--- src/rtl/ad9253_spi_pkg.sv ---
// Shared constants and types for the AD9253 3-wire SPI responder.
package ad9253_spi_pkg;

    localparam int unsigned DEF_ADDR_W = 13;
    localparam int unsigned DEF_DATA_W = 8;
    localparam int unsigned INSTR_W    = 16;

    localparam int unsigned RW_BIT = 15;
    localparam int unsigned W_MSB  = 14;
    localparam int unsigned W_LSB  = 13;

    localparam logic [1:0] W_STREAM   = 2'b11;
    localparam logic [1:0] BUDGET_W00 = 2'd1;
    localparam logic [1:0] BUDGET_W01 = 2'd2;
    localparam logic [1:0] BUDGET_W10 = 2'd3;

    typedef enum logic [2:0] {
        ST_IDLE,
        ST_INSTR,
        ST_WDATA,
        ST_RDATA,
        ST_DONE
    } state_e;

    // Streaming (W=11) has no budget; the caller tracks it with a separate flag.
    function automatic logic [1:0] w_to_budget(input logic [1:0] w);
        case (w)
            2'b00:   return BUDGET_W00;
            2'b01:   return BUDGET_W01;
            2'b10:   return BUDGET_W10;
            default: return 2'd0;
        endcase
    endfunction

endpackage

--- src/rtl/ad9253_spi_slave_sync.sv ---
// Multi-stage synchroniser with rise/fall detect on the last stage against one delay flop.
module ad9253_spi_slave_sync #(
    parameter int unsigned SYNC_STAGES = 2,
    parameter logic        RST_VAL     = 1'b0
) (
    input  logic clk,
    input  logic rst_n,
    input  logic d_i,
    output logic level_o,
    output logic rise_o,
    output logic fall_o,
    output logic valid_o
);

    logic [SYNC_STAGES-1:0] sync_q, sync_d;
    logic [SYNC_STAGES-1:0] vld_q, vld_d;
    logic                   dly_q, dly_d;

    always_comb begin
        sync_d = {sync_q[SYNC_STAGES-2:0], d_i};
        dly_d  = sync_q[SYNC_STAGES-1];
        vld_d  = {vld_q[SYNC_STAGES-2:0], 1'b1};
    end

    always_ff @(posedge clk) begin
        if (!rst_n) begin
            sync_q <= {SYNC_STAGES{RST_VAL}};
            dly_q  <= RST_VAL;
            vld_q  <= '0;
        end else begin
            sync_q <= sync_d;
            dly_q  <= dly_d;
            vld_q  <= vld_d;
        end
    end

    // valid_o rises once the last stage holds a real pin sample instead of the reset value.
    assign level_o = sync_q[SYNC_STAGES-1];
    assign rise_o  = level_o & ~dly_q;
    assign fall_o  = ~level_o & dly_q;
    assign valid_o = vld_q[SYNC_STAGES-1];

endmodule

--- src/rtl/ad9253_spi_slave.sv ---
// AD9253 3-wire SPI responder, all pins oversampled in the clk domain.
// Optional saturating frame-error counter: define AD9253_SPI_SLAVE_ERRCNT_EN.
module ad9253_spi_slave
    import ad9253_spi_pkg::*;
#(
    parameter int unsigned ADDR_W      = DEF_ADDR_W,
    parameter int unsigned DATA_W      = DEF_DATA_W,
    parameter int unsigned SYNC_STAGES = 2
) (
    input  logic              clk,
    input  logic              rst_n,
    input  logic              spi_csn,
    input  logic              spi_clk,
    input  logic              sdio_i,
    output logic              sdio_o,
    output logic              sdio_oe,
    output logic              reg_wr_en,
    output logic              reg_rd_en,
    output logic [ADDR_W-1:0] reg_addr,
    output logic [DATA_W-1:0] reg_wdata,
    input  logic [DATA_W-1:0] reg_rdata,
    output logic              frame_busy
`ifdef AD9253_SPI_SLAVE_ERRCNT_EN
    ,
    output logic [7:0]        frame_err_cnt
`endif
);

    logic csn_lvl, csn_rise, csn_fall, csn_vld;
    logic sclk_lvl_unused, sclk_rise, sclk_fall, sclk_vld;
    logic sdio_lvl, sdio_rise_unused, sdio_fall_unused, sdio_vld;

    ad9253_spi_slave_sync #(.SYNC_STAGES(SYNC_STAGES), .RST_VAL(1'b1)) u_csn_sync (
        .clk(clk), .rst_n(rst_n), .d_i(spi_csn),
        .level_o(csn_lvl), .rise_o(csn_rise), .fall_o(csn_fall), .valid_o(csn_vld)
    );
    ad9253_spi_slave_sync #(.SYNC_STAGES(SYNC_STAGES), .RST_VAL(1'b0)) u_sclk_sync (
        .clk(clk), .rst_n(rst_n), .d_i(spi_clk),
        .level_o(sclk_lvl_unused), .rise_o(sclk_rise), .fall_o(sclk_fall), .valid_o(sclk_vld)
    );
    ad9253_spi_slave_sync #(.SYNC_STAGES(SYNC_STAGES), .RST_VAL(1'b0)) u_sdio_sync (
        .clk(clk), .rst_n(rst_n), .d_i(sdio_i),
        .level_o(sdio_lvl), .rise_o(sdio_rise_unused), .fall_o(sdio_fall_unused), .valid_o(sdio_vld)
    );

    state_e              state_q, state_d;
    logic [3:0]          bit_cnt_q, bit_cnt_d;
    logic [INSTR_W-1:0]  shift_q, shift_d, shift_in;
    logic [ADDR_W-1:0]   addr_q, addr_d, addr_out_q, addr_out_d;
    logic [1:0]          budget_q, budget_d;
    logic                stream_q, stream_d;
    logic [DATA_W-1:0]   load_q, load_d, out_q, out_d, wdata_q, wdata_d;
    logic                sdio_o_q, sdio_o_d, sdio_oe_q, sdio_oe_d;
    logic                wr_en_q, wr_en_d, rd_en_q, rd_en_d, rd_cap_q, rd_cap_d;
    logic                busy_q, busy_d, armed_q, armed_d;
    logic                abort;

    always_comb begin
        state_d    = state_q;
        bit_cnt_d  = bit_cnt_q;
        shift_d    = shift_q;
        addr_d     = addr_q;
        budget_d   = budget_q;
        stream_d   = stream_q;
        load_d     = rd_cap_q ? reg_rdata : load_q;
        out_d      = out_q;
        sdio_o_d   = sdio_o_q;
        sdio_oe_d  = sdio_oe_q;
        wr_en_d    = 1'b0;
        rd_en_d    = 1'b0;
        addr_out_d = addr_out_q;
        wdata_d    = wdata_q;
        rd_cap_d   = rd_en_q;
        // A CSN that is already low when reset releases must not look like a frame start.
        armed_d    = armed_q | (csn_vld & sclk_vld & sdio_vld & csn_lvl);
        abort      = 1'b0;
        shift_in   = {shift_q[INSTR_W-2:0], sdio_lvl};

        if (csn_rise) begin
            state_d   = ST_IDLE;
            sdio_oe_d = 1'b0;
            abort     = (state_q == ST_INSTR) ||
                        (((state_q == ST_WDATA) || (state_q == ST_RDATA)) && (bit_cnt_q != '0));
        end else begin
            unique case (state_q)
                ST_IDLE: begin
                    if (csn_fall && armed_q) begin
                        bit_cnt_d = '0;
                        state_d   = ST_INSTR;
                    end
                end
                ST_INSTR: begin
                    if (sclk_rise) begin
                        shift_d   = shift_in;
                        bit_cnt_d = bit_cnt_q + 4'd1;
                        if (bit_cnt_q == 4'(INSTR_W - 1)) begin
                            bit_cnt_d = '0;
                            addr_d    = shift_in[ADDR_W-1:0];
                            stream_d  = (shift_in[W_MSB:W_LSB] == W_STREAM);
                            budget_d  = w_to_budget(shift_in[W_MSB:W_LSB]);
                            if (shift_in[RW_BIT]) begin
                                state_d    = ST_RDATA;
                                rd_en_d    = 1'b1;
                                addr_out_d = shift_in[ADDR_W-1:0];
                            end else begin
                                state_d = ST_WDATA;
                            end
                        end
                    end
                end
                ST_WDATA: begin
                    if (sclk_rise) begin
                        shift_d   = shift_in;
                        bit_cnt_d = bit_cnt_q + 4'd1;
                        if (bit_cnt_q == 4'(DATA_W - 1)) begin
                            bit_cnt_d  = '0;
                            wr_en_d    = 1'b1;
                            addr_out_d = addr_q;
                            wdata_d    = shift_in[DATA_W-1:0];
                            addr_d     = addr_q - ADDR_W'(1);
                            if (!stream_q) begin
                                budget_d = budget_q - 2'd1;
                                if (budget_q == 2'd1) state_d = ST_DONE;
                            end
                        end
                    end
                end
                ST_RDATA: begin
                    if (sclk_fall) begin
                        sdio_oe_d = 1'b1;
                        if (bit_cnt_q == '0) begin
                            sdio_o_d = load_q[DATA_W-1];
                            out_d    = {load_q[DATA_W-2:0], 1'b0};
                        end else begin
                            sdio_o_d = out_q[DATA_W-1];
                            out_d    = {out_q[DATA_W-2:0], 1'b0};
                        end
                    end
                    if (sclk_rise) begin
                        bit_cnt_d = bit_cnt_q + 4'd1;
                        if (bit_cnt_q == 4'(DATA_W - 1)) begin
                            bit_cnt_d = '0;
                            addr_d    = addr_q - ADDR_W'(1);
                            if (stream_q || (budget_q != 2'd1)) begin
                                if (!stream_q) budget_d = budget_q - 2'd1;
                                rd_en_d    = 1'b1;
                                addr_out_d = addr_q - ADDR_W'(1);
                            end else begin
                                state_d   = ST_DONE;
                                sdio_oe_d = 1'b0;
                            end
                        end
                    end
                end
                ST_DONE: sdio_oe_d = 1'b0;
                default: state_d = ST_IDLE;
            endcase
        end
        busy_d = (state_d != ST_IDLE);
    end

    always_ff @(posedge clk) begin
        if (!rst_n) begin
            state_q    <= ST_IDLE;
            bit_cnt_q  <= '0;
            shift_q    <= '0;
            addr_q     <= '0;
            budget_q   <= '0;
            stream_q   <= 1'b0;
            load_q     <= '0;
            out_q      <= '0;
            sdio_o_q   <= 1'b0;
            sdio_oe_q  <= 1'b0;
            wr_en_q    <= 1'b0;
            rd_en_q    <= 1'b0;
            rd_cap_q   <= 1'b0;
            addr_out_q <= '0;
            wdata_q    <= '0;
            busy_q     <= 1'b0;
            armed_q    <= 1'b0;
        end else begin
            state_q    <= state_d;
            bit_cnt_q  <= bit_cnt_d;
            shift_q    <= shift_d;
            addr_q     <= addr_d;
            budget_q   <= budget_d;
            stream_q   <= stream_d;
            load_q     <= load_d;
            out_q      <= out_d;
            sdio_o_q   <= sdio_o_d;
            sdio_oe_q  <= sdio_oe_d;
            wr_en_q    <= wr_en_d;
            rd_en_q    <= rd_en_d;
            rd_cap_q   <= rd_cap_d;
            addr_out_q <= addr_out_d;
            wdata_q    <= wdata_d;
            busy_q     <= busy_d;
            armed_q    <= armed_d;
        end
    end

    assign sdio_o     = sdio_o_q;
    assign sdio_oe    = sdio_oe_q;
    assign reg_wr_en  = wr_en_q;
    assign reg_rd_en  = rd_en_q;
    assign reg_addr   = addr_out_q;
    assign reg_wdata  = wdata_q;
    assign frame_busy = busy_q;

`ifdef AD9253_SPI_SLAVE_ERRCNT_EN
    logic [7:0] err_cnt_q, err_cnt_d;

    always_comb begin
        err_cnt_d = err_cnt_q;
        if (abort && (err_cnt_q != 8'hFF)) err_cnt_d = err_cnt_q + 8'd1;
    end

    always_ff @(posedge clk) begin
        if (!rst_n) err_cnt_q <= '0;
        else        err_cnt_q <= err_cnt_d;
    end

    assign frame_err_cnt = err_cnt_q;
`else
    logic abort_unused;
    assign abort_unused = abort;
`endif

endmodule

--- config.mk ---
export PLATFORM = sky130hd
export DESIGN_NAME = ad9253_spi_slave
export DESIGN_NICKNAME = d
export VERILOG_FILES = /design/src/rtl/ad9253_spi_pkg.sv /design/src/rtl/ad9253_spi_slave_sync.sv /design/src/rtl/ad9253_spi_slave.sv
export SDC_FILE = /design/constraint.sdc
export NUM_CORES = 1
export LEC_CHECK = 0
export ABC_AREA = 0
export BUFFER_PORTS_ARGS = -buffer_cell sky130_fd_sc_hd__buf_2
export CORE_MARGIN = 1.5
export CORE_UTILIZATION = 55
export CTS_BUF_LIST = sky130_fd_sc_hd__clkbuf_2 sky130_fd_sc_hd__clkbuf_4 sky130_fd_sc_hd__clkbuf_8
export DETAILED_ROUTE_END_ITERATION = 7
export HOLD_SLACK_MARGIN = 0.06
export PLACE_DENSITY = 0.75
export SETUP_SLACK_MARGIN = 0.4
export SYNTH_ARGS = -nofsm -noshare
export SYNTH_HDL_FRONTEND = slang
export SYNTH_SLANG_ARGS = --single-unit
--- constraint.sdc ---
create_clock -name clk -period 4.25 [get_ports clk]
set_input_delay 1.0625 -clock clk [delete_from_list [all_inputs] [get_ports clk]]
set_output_delay 1.0625 -clock clk [all_outputs]
set_load 0.02 [all_outputs]
### After elaboration in Yosys (flattened, before gate mapping)

Index checks and enable logic that the tools add are counted.
W data, S select, Z words.

* flip-flop bits (word level): 96
* output and inout port bits: 26

* add/subtract/negate cells: 3
* multiplexer cells: 61
* bitwise operators: 16
* reductions and logical operators: 22
* equality and inequality tests: 22

Operator list (number)
* $mux W13: 12
* $pmux W13 S3: 1
* $mux W3: 11
* $pmux W13 S2: 1
* $mux W4: 5
* $mux W1: 16
* $mux W2: 8
* $pmux W3 S5: 1
* $ne A2 B1 Y1 const B: 7
* $sub A13 B1 Y13 const B: 1
* $pmux W2 S3: 2
* $pmux W4 S3: 1
* $ne A2 B2 Y1 const B: 5
* $reduce_and A10 Y1: 1
* $reduce_and A9 Y1: 1
* $reduce_bool A3 Y1: 3
* $mux W8: 1
* $not A1 Y1: 8
* $reduce_and A4 Y1: 2
* $and A1 B1 Y1: 7
* $eq A3 B2 Y1 const B: 2
* $reduce_and A3 Y1: 2
* $reduce_and A6 Y1: 1
* $reduce_or A2 Y1: 3
* other kinds (18): 22

### Longest topological paths before layout

* depth in word-level cells: 8
* gate-level depth with buffers: 8
* depth with buffers taken out: 6

### Cells and area by module

From an unflattened synthesis, not the netlist that was laid out.

* cells, all modules: 515
* area total of the unflattened synthesis: 4669.5 um^2

By module, submodules not included
* ad9253_spi_slave: area an instance 4256.6 um^2, cells an instance 482, instances 1, seq. area each 1621.6 um^2
* ad9253_spi_slave_sync: area an instance 137.6 um^2, cells an instance 11, instances 3, seq. area each 100.1 um^2

### Worst setup path before layout

No wires, ideal clock.

* kind: in2reg
* from: input rst_n
* to: register addr_out_q[4], in the netlist reg_addr[4]
* buffers on the path: 1
* library setup time: 0.058 ns
* cell stages on the path: 4
* data required time: 4.192 ns
* arrival time: 1.910 ns
* setup slack: 2.282 ns
* cell sequence: clkbuf_1 -> o21ai_0 -> a2111oi_0 -> a31o_2

RTL lines
* start, declared: RTL line ad9253_spi_slave.sv:11 `input logic rst_n,`
* end signal, assigned: RTL line ad9253_spi_slave.sv:195 `addr_out_q <= addr_out_d;`
* end, declared: RTL line ad9253_spi_slave.sv:49 `logic [ADDR_W-1:0] addr_q, addr_d, addr_out_q, addr_out_d;`

### Final worst setup path

* from: register bit_cnt_q[0]
* to: register addr_out_q[12], in the netlist reg_addr[12]

* word-level cells in the longest chain between the ends: 3

Ends and longest elaborated chain
* start, declared: RTL line ad9253_spi_slave.sv:47 `logic [3:0] bit_cnt_q, bit_cnt_d;`
* start signal, assigned: RTL line ad9253_spi_slave.sv:183 `bit_cnt_q <= bit_cnt_d;`
* $eq A4 B3 Y1 or $eq A4 B4 Y1 (tied branches): RTL line ad9253_spi_slave.sv:115, ad9253_spi_slave.sv:141, ad9253_spi_slave.sv:96
* $ne A2 B1 Y1 (no line)
* $reduce_and A10 Y1 (no line) *

Every way passes the cells marked *; elsewhere a longest branch is shown, timed or not.
A chain may end at the register's enable or synchronous reset.

==> impl_results.md <==
* Outcome: complete, no violations
* Initial core utilization at 0.568
* Core Region at 0.00773 mm2
* Post-synth EDFFs at 0
* Slew @ Worst Pin at 1.03 ns
* Antenna violations before repair at 0
* Longest Clk Path Bufs at 2
* Final worst slack at 1.60 ns
* Cell Area, Placed at 0.00463 mm2
* Hold_buf cts at 0
* TritonCTS clock tree: built
* Layout cells sized above 1 at 0.153
* Cells after synthesis at 493
* Critical Path RT at 4.45 ns
* Post-CTS setup buffer count at 0
* WHS at 0.436 ns
* Syn Area/Cell at 8.90 um2
* # DRC at 0
* Fin nets at 533
* Die Height at 92.3 um
* Most frequent cells in the layout: 91 x dfxtp_1, 55 x nor2_1, 41 x mux2i_1
* Num rows at 32
* CTS Sinks at 91
* Power per cell area at 326 mW/mm2
* Post-DP HPWL at 6.77 mm
* Type of origin of the critical path: register
* Final-report setup violation count at 0
* R2R cell count at 5
* Synth warn at 0
* CP Capture Type: register
* Commonest non-fill, non-tap cell in the layout: dfxtp_1
* Post-route cell area at 0.00486 mm2
* Non-filler cells, final at 620
* Vias at 3792
* WS Path Type: register to register
* Number of routed nets with antenna violations at 0
* Initial DRC count at 235
* Hold Crit Depth at 1
* Synth top area cells: dfxtp_1 42%, mux2i_1 9.4%, nor2_1 4.7%, a21oi_1 3.6%, o21ai_0 2.3%
* Congestion Overflow GR at 0
* Number of global-route vias before repair at 3448
* Crit-path max FO at 20
* Mapped cell area at 0.00439 mm2
* Largest net degree at the start of global routing at 39
* Fin crit period at 2.65 ns
* Final period util at 0.623
* Setup TNS at 0 ns
* Synth top area share at 0.415
* Final hold viol count at 0
* Port bufs at 38
* I/O pin cnt at 39
* Reg2reg setup slack at 1.60 ns
* Reg2reg end: reg_addr[12]
* Sequential fraction of the synthesis area at 0.415
* CTS root buf: clkbuf_8
* Clk slew on worst S/H paths at 0.09 ns
* First-pass GRT wire length at 17.0 mm
* Async S/R FF share, synth at 0
* Slew margin rel. at 0.314
* Placer congestion estimate at 0.931
* GRT Total Usage at 0.252
* Vias per Instance at 6.12
* Slew Limit Fails at 0
* Die area at 0.00852 mm2
* Worst Clk Skew at 0.0136 ns
* Static Leak at 0.00173 uW
* FF+latch count, synth at 91
* Unrepaired setup endpoints after global routing: no
* R2r startpoint: bit_cnt_q[0]
* Die W at 92.3 um
* Drt first pass iters at 5
* Worst hold start: u_csn_sync.sync_q[0]
* Leading area contributor after synthesis: dfxtp_1
* Max Clk Rate at 378 MHz
* Number of placed cells counting well taps at 604
* Maximum VDD drop at 234 uV
* Main synth FF type: dfxtp_1
* Cts repair resizes at 0
* Area Overhead vs Synth at 10.7%
* Pre-CTS WS at 1.66 ns
* Worst-Skew Late Latency at 0.36 ns
* H-tree depth at 3
* DRT Wirelength at 10.3 mm
* N_diodes at 0
* TritonCTS Buffers at 9
* WP data arrival at 2.85 ns
* Distinct cells, synth at 65
* Net Count, Synth at 513
* HP Class: register to register
* Routed len/inst at 16.6 um
* Max-Cap Viols at 0
* Hold EP: u_csn_sync.sync_q[1]
-- how the worst max path moves through the flow --
stage	startpoint	to	slack, ns	cells after the start
6_report	bit_cnt_q[0]	reg_addr[12]	1.60	5
5_1_grt	bit_cnt_q[0]	reg_addr[12]	1.41	5
4_1_cts	bit_cnt_q[0]	reg_addr[12]	1.64	5
3_5_place_dp	bit_cnt_q[0]	reg_addr[12]	1.66	5
3_3_place_gp	bit_cnt_q[0]	reg_addr[10]	1.72	5
2_1_floorplan	rst_n	reg_addr[4]	2.28	4
-- metrics by stage --
step | total power (uW) | utilization
after floorplan | 904 | -
after global placement | 918 | 0.599
after detailed placement | 918 | 0.599
after CTS | 1590 | 0.629
after global routing | 1630 | 0.629
final | 1580 | 0.629
-- per-layer routing --
layer / up-vias / global-route usage / wire (um) / part of all wire
li1: 1838 / - / - / -
met1: 1798 / 0.350 / 4840 / 0.47
met2: 144 / 0.385 / 4610 / 0.45
met3: 12 / 0.0567 / 714 / 0.069
met4: 0 / 0.0897 / 113 / 0.011
met5: - / 0 / 0 / 0
-- kinds of logic (layout without fill, tap and decap cells) --
kind of cell | Yosys count | count (layout) | synth area share
flops | 91 | 91 | 0.415
mux | 43 | 43 | 0.0986
simple gates | 169 | 169 | 0.210
compound gates | 123 | 123 | 0.193
buf+inv | 54 | 79 | 0.0516
fa+ha+maj | 7 | 7 | 0.0200
xor+xnor | 6 | 6 | 0.0120
-- layout make-up --
type	count	area, um2
fillers	667	2870
multi-input cells	348	2350
flip-flops and latches	91	1820
repair buffers	50	280
clock buffers	10	138
well taps	102	128
clock inverters	6	93.8
inverters	13	48.8
-- sequential cells by signal, summed over array words and instances, names as in the netlist, 2 cells and up --
signal,count
u_csn_sync.sync_q,2
load_q,8
u_sclk_sync.sync_q,2
state_q,3
u_sdio_sync.sync_q,2
bit_cnt_q,4
budget_q,2
addr_q,13
reg_addr,13
shift_q,15
out_q,7
reg_wdata,8
-- report_power, final --
group | switching [uW] | total [uW] | internal [uW] | leakage, uW
registers | 2.93 | 860 | 857 | 0.000735
clock network | 330 | 684 | 354 | 0.000114
logic | 25.8 | 38.5 | 12.8 | 0.000880
total | 359 | 1580 | 1220 | 0.00173
-- synthesized netlist by cell type (7+ instances only) --
| cell | number |
|---|---|
| nand3_1 | 8 |
| and2_1 | 13 |
| mux2i_1 | 41 |
| clkbuf_1 | 22 |
| nor4_1 | 10 |
| buf_2 | 13 |
| a31oi_1 | 7 |
| a21oi_1 | 32 |
| nand2_1 | 22 |
| a211oi_1 | 12 |
| nor2_1 | 55 |
| dfxtp_1 | 91 |
| o2111ai_1 | 7 |
| nand2b_1 | 12 |
| inv_1 | 12 |
| ha_1 | 7 |
| o21ai_0 | 20 |
| nor3_1 | 13 |
-- worst max-delay path, stage by stage, from the launching register on --
cell	delay, ns
dfxtp_1	0.42
ha_1	0.27
nand4b_1	0.27
a2111o_1	0.70
nor2_1	0.65
a311oi_1	0.18
(Power assumes the default switching activity.)
